--- src/rtl/debounce_pkg.sv ---
// Shared definitions for the debounce filter.
//   state_e               : 2-bit FSM encoding (stable high/low, qualifying low/high)
//   DefaultDebounceCycles : default number of consecutive samples needed to accept a new level
//   DefaultCntW           : default stability counter width
//   stable_state()        : maps a line level to the matching stable state
package debounce_pkg;

  typedef enum logic [1:0] {
    StHigh  = 2'b00,
    ChkLow  = 2'b01,
    StLow   = 2'b10,
    ChkHigh = 2'b11
  } state_e;

  localparam int unsigned DefaultDebounceCycles = 4;
  localparam int unsigned DefaultCntW           = 16;

  function automatic state_e stable_state(input logic level);
    return level ? StHigh : StLow;
  endfunction

endpackage

--- src/rtl/sync_2ff.sv ---
// Two-flop synchronizer for a single asynchronous bit.
//   clk : sampling clock (rising edge)
//   rst : asynchronous active-high reset, loads both flops with RESET_VALUE
//   d   : asynchronous input
//   q   : synchronized output, two edges behind d
module sync_2ff #(
  parameter logic RESET_VALUE = 1'b0
) (
  input  logic clk,
  input  logic rst,
  input  logic d,
  output logic q
);

  logic meta_q;
  logic sync_q;

  always_ff @(posedge clk or posedge rst) begin
    if (rst) begin
      meta_q <= RESET_VALUE;
      sync_q <= RESET_VALUE;
    end else begin
      meta_q <= d;
      sync_q <= meta_q;
    end
  end

  assign q = sync_q;

endmodule

--- src/rtl/debounce_filter.sv ---
// Debounce filter: accepts a new level on `in` only after it has been sampled
// DEBOUNCE_CYCLES consecutive times; any contrary sample restarts qualification.
//   clk  : system clock (rising edge)
//   rst  : asynchronous active-high reset
//   in   : raw, bouncing line
//   out  : registered debounced level (IDLE_LEVEL after reset)
//   busy : registered, high while a level change is being qualified
// Build option: define DEBOUNCE_FILTER_SYNC_EN to put a two-flop synchronizer
// in front of the filter (adds two edges of latency). Without it, `in` must
// already be synchronous to clk.
module debounce_filter
  import debounce_pkg::*;
#(
  parameter int unsigned DEBOUNCE_CYCLES = DefaultDebounceCycles,
  parameter int unsigned CNT_W           = DefaultCntW,
  parameter logic        IDLE_LEVEL      = 1'b1
) (
  input  logic clk,
  input  logic rst,
  input  logic in,
  output logic out,
  output logic busy
);

  localparam logic [CNT_W-1:0] CntLast   = CNT_W'(DEBOUNCE_CYCLES - 1);
  localparam logic [CNT_W-1:0] CntOne    = CNT_W'(1);
  localparam state_e           IdleState = stable_state(IDLE_LEVEL);

  logic             s;
  state_e           state_q, state_d;
  logic [CNT_W-1:0] cnt_q, cnt_d;
  logic             out_q, out_d;
  logic             busy_q, busy_d;

`ifdef DEBOUNCE_FILTER_SYNC_EN
  sync_2ff #(
    .RESET_VALUE(IDLE_LEVEL)
  ) u_sync (
    .clk(clk),
    .rst(rst),
    .d  (in),
    .q  (s)
  );
`else
  assign s = in;
`endif

  always_comb begin
    state_d = state_q;
    cnt_d   = cnt_q;
    case (state_q)
      StHigh: begin
        if (!s) begin
          state_d = ChkLow;
          cnt_d   = CntOne;
        end else begin
          cnt_d = '0;
        end
      end
      ChkLow: begin
        if (s) begin
          state_d = StHigh;
          cnt_d   = '0;
        end else if (cnt_q >= CntLast) begin
          // >= rather than == so a corrupted count can never wrap
          state_d = StLow;
          cnt_d   = '0;
        end else begin
          cnt_d = cnt_q + CntOne;
        end
      end
      StLow: begin
        if (s) begin
          state_d = ChkHigh;
          cnt_d   = CntOne;
        end else begin
          cnt_d = '0;
        end
      end
      ChkHigh: begin
        if (!s) begin
          state_d = StLow;
          cnt_d   = '0;
        end else if (cnt_q >= CntLast) begin
          state_d = StHigh;
          cnt_d   = '0;
        end else begin
          cnt_d = cnt_q + CntOne;
        end
      end
      default: begin
        state_d = IdleState;
        cnt_d   = '0;
      end
    endcase

    // Outputs are registered from the next state so they change on the accepting edge
    out_d  = (state_d == StHigh) || (state_d == ChkLow);
    busy_d = (state_d == ChkLow) || (state_d == ChkHigh);
  end

  always_ff @(posedge clk or posedge rst) begin
    if (rst) begin
      state_q <= IdleState;
      cnt_q   <= '0;
      out_q   <= IDLE_LEVEL;
      busy_q  <= 1'b0;
    end else begin
      state_q <= state_d;
      cnt_q   <= cnt_d;
      out_q   <= out_d;
      busy_q  <= busy_d;
    end
  end

  assign out  = out_q;
  assign busy = busy_q;

endmodule

--- config.mk ---
export PLATFORM = sky130hd
export DESIGN_NAME = debounce_filter
export DESIGN_NICKNAME = d
export VERILOG_FILES = /design/src/rtl/debounce_pkg.sv /design/src/rtl/sync_2ff.sv /design/src/rtl/debounce_filter.sv
export SDC_FILE = /design/constraint.sdc
export NUM_CORES = 1
export LEC_CHECK = 0
export CAP_MARGIN = 20
export CORE_MARGIN = 2
export CORE_UTILIZATION = 25
export DETAILED_ROUTE_END_ITERATION = 8
export GPL_ROUTABILITY_DRIVEN = 0
export HOLD_SLACK_MARGIN = 0.08
export PLACE_DENSITY = 0.45
export SYNTH_ARGS = -nofsm -noshare
export SYNTH_HDL_FRONTEND = slang
export SYNTH_SLANG_ARGS = --single-unit
--- constraint.sdc ---
create_clock -name clk -period 1.3 [get_ports clk]
set_input_delay 0.195 -clock clk [delete_from_list [all_inputs] [get_ports clk]]
set_output_delay 0.195 -clock clk [all_outputs]
set_load 0.01 [all_outputs]
==> results.ini <==
[yosys]
syn_inst = 41
syn_area_per_cell_um2 = 16.4
synth_compound_area_share_pct = 3.53
yosysUniqueCellTypes = 18
netlist.area_leader.share_pct = 70.6
synth-xor-area-share_pct = 2.60
syn_area_um2 = 673
ys_seq_elements = 20
synth_top_family_by_area = simple AND/OR/NAND/NOR gates
yosys.area.top_type = dfrtp_1
synthTopCellsByArea = dfrtp_1, dfstp_2, nor4_2
synth-simple-area-share_pct = 11.5
synth_edf_count = 0
async_flop_share_pct = 100
ys.flop_type = dfrtp_1
synthAdderAreaFrac_pct = 1.86
yosysWarnings = 0
synthTopCellsByCount = dfrtp_1, inv_1, nor2_1
yosysMostFrequentCell = dfrtp_1
synthMuxAreaShare_pct = 3.72
synth-seq-area-share_pct = 74.5

[finish]
antenna_cells = 0
final_nets = 71
syn2layout_area_growth_pct = 31.0
fin_cells = 96
drive_above_1_share_pct = 24.2
multi_input_area_um2 = 236
utilization_pct = 35.0
seq_area_um2 = 502
fillers = 258

[power]
vdd_ir_drop_max_mv = 0.705
leakage_uw = 0.000397
powerDensity_mw_per_mm2 = 1620

[routing]
wirelength_um = 867
drc = 0
firstDrtPassIters = 2
dr_wl_met3_um = 14
num_vias = 338
wl_per_cell_um = 9.03
first_iter_violations = 1
final_antenna_net_count = 0
wirelength_met1_um = 401
top_layer = met4
avgViaCountPerCell = 3.52
route.met2.wl_um = 437

[floorplanning]
fp.dieW_um = 55.9
core_area_mm2 = 0.00252
num_io_pins = 5
die_h_um = 55.9
floorplan.initialDensity_pct = 26.7
dieArea_mm2 = 0.00312
rows = 18

[sta]
skew_ns = 0.00510
setup_viol = 1
setup_tns_ns = -0.0446
worst_slack_ns = -0.0446
final_max_slew_viol_count = 0
min_period_ns = 1.34
achievable-frequency_ghz = 0.744
post-route-period-util_pct = 103
hold_viol = 0
rsz0062_at_grt = true

[clock_network]
path_clk_slew_ns = 0.10
cts_root_buf = clkbuf_4
clk_latency_ns = 0.29
cts_tree = built
hold_buffers = 0
htree_levels = 1
cts_buffers = 3
post_cts.repair.setup_buffers = 0
cts_buffer_depth = 2
clock_sinks = 20

[critical_path]
required_ns = 1.52
crit_chain = ha_2, nor4_4, a41oi_2, mux2_4
r2r_slack_ns = -0.04
crit_arrival_ns = 1.57
reg2reg_from = cnt_q[0]
worst-setup-path-type = reg2reg
endpoint_kind = register
r2r-end = out
cpPeakStageDelay_ns = 0.40
ff2ff_path_depth = 4
cp_slowest_cell = dfrtp_1
path_max_fanout = 3
cp-start-kind = register

[outcome]
failed_checks = setup timing
status = finished with violations

[global_routing]
grt_pass1_vias = 379
grt.overflow.total = 0
grt_usage_pct = 6.79
grt_max_degree = 21
antenna_found_initial = 0
grt_pass1_wl_um = 1580

[place]
numPortBuffers = 4
dp_slack_ns = -0.0779
dp_hpwl_um = 619
dp.cells = 92

[hold_path]
hold_path_class = in2async

[run]
cap_violations = 0

## cell families (layout without fill, tap and decap cells)
logic type,count (synthesis),in the layout
multiplexers,2,2
AND/OR/NAND/NOR,10,10
XOR/XNOR,2,2
AO/OA/AOI/OAI,2,2
other,1,14
adder cells (fa/ha/maj),1,1
buffers and inverters,3,15
flip-flops,20,20
## flip-flops by register name, summed over array words and instances (netlist names)
signal / flops
state_q: 2
busy: 1
out: 1
cnt_q: 16
## worst max-delay path by stage
stage              from  slack (ns)  end
6_report       cnt_q[0]       -0.04  out
5_1_grt        cnt_q[0]       -0.11  out
3_3_place_gp   cnt_q[3]       -0.08  out
4_1_cts        cnt_q[0]       -0.07  out
2_1_floorplan  cnt_q[0]       0.005  out
3_5_place_dp   cnt_q[3]       -0.08  out
## where the power goes
group,internal (uW),switching (uW)
registers,730,54.0
logic,184,169
clock network,119,169
total,1030,392
## worst max-delay path: cells and delay by family, from the launching register on
| family | cells | cell delay (ns) |
|---|---|---|
| mux | 1 | 0.33 |
| compound gates | 1 | 0.19 |
| fa+ha+maj | 1 | 0.20 |
| flops | 1 | 0.40 |
| simple gates | 1 | 0.16 |
## per-stage QoR
| stage | instance area, um2 | total power [uW] | hold slack (ns) |
|---|---|---|---|
| after detailed placement | 832 | 1140 | 0.505 |
| final | 882 | 1420 | 0.211 |
| after global placement | 832 | 1140 | 0.509 |
| after floorplan | 724 | 988 | 0.158 |
| after CTS | 878 | 1440 | 0.204 |
| after global routing | 882 | 1520 | 0.242 |
## metal layers
layer,track usage (%),vias to the layer above
li1,-,174
met3,1.40,2
met4,6.12,0
met5,0,-
met2,10.7,1
met1,7.66,161
## layout make-up
cell class                 instances  share of cell area [%]
sequential                        20                    56.9
clock buffer                       4                    2.98
tap                               30                    4.26
inverter                           3                    1.28
timing repair buffer               8                    7.80
multi-input combinational         31                    26.8
## timing repair
| action | 4_1_cts | 5_1_grt |
|---|---|---|
| gates cloned | 0 | 0 |
| gates resized for setup | 5 | 2 |
| setup endpoints to repair | 6 | 5 |
## placed cells by master (no fill, tap or decap)
master,Yosys,final
dfrtp_1,19,19
conb_1,1,14
buf_4,0,4
nor4_4,1,3
inv_1,3,3
clkbuf_4,0,3
nor2_1,3,2
clkdlybuf4s50_1,0,2
xor2_1,1,1
nor3_1,1,1
nand4_1,1,1
xnor2_1,1,1
nand2_1,1,1
o31ai_2,0,1
nand3_1,1,1
a41oi_2,1,1
mux2_4,1,1
mux2i_1,1,1
nor2_2,0,1
ha_2,0,1
clkbuf_1,0,1
dfstp_2,1,1
dlygate4sd2_1,0,1
clkdlybuf4s15_1,0,1
Note: power is estimated with default switching activity, not from simulation.
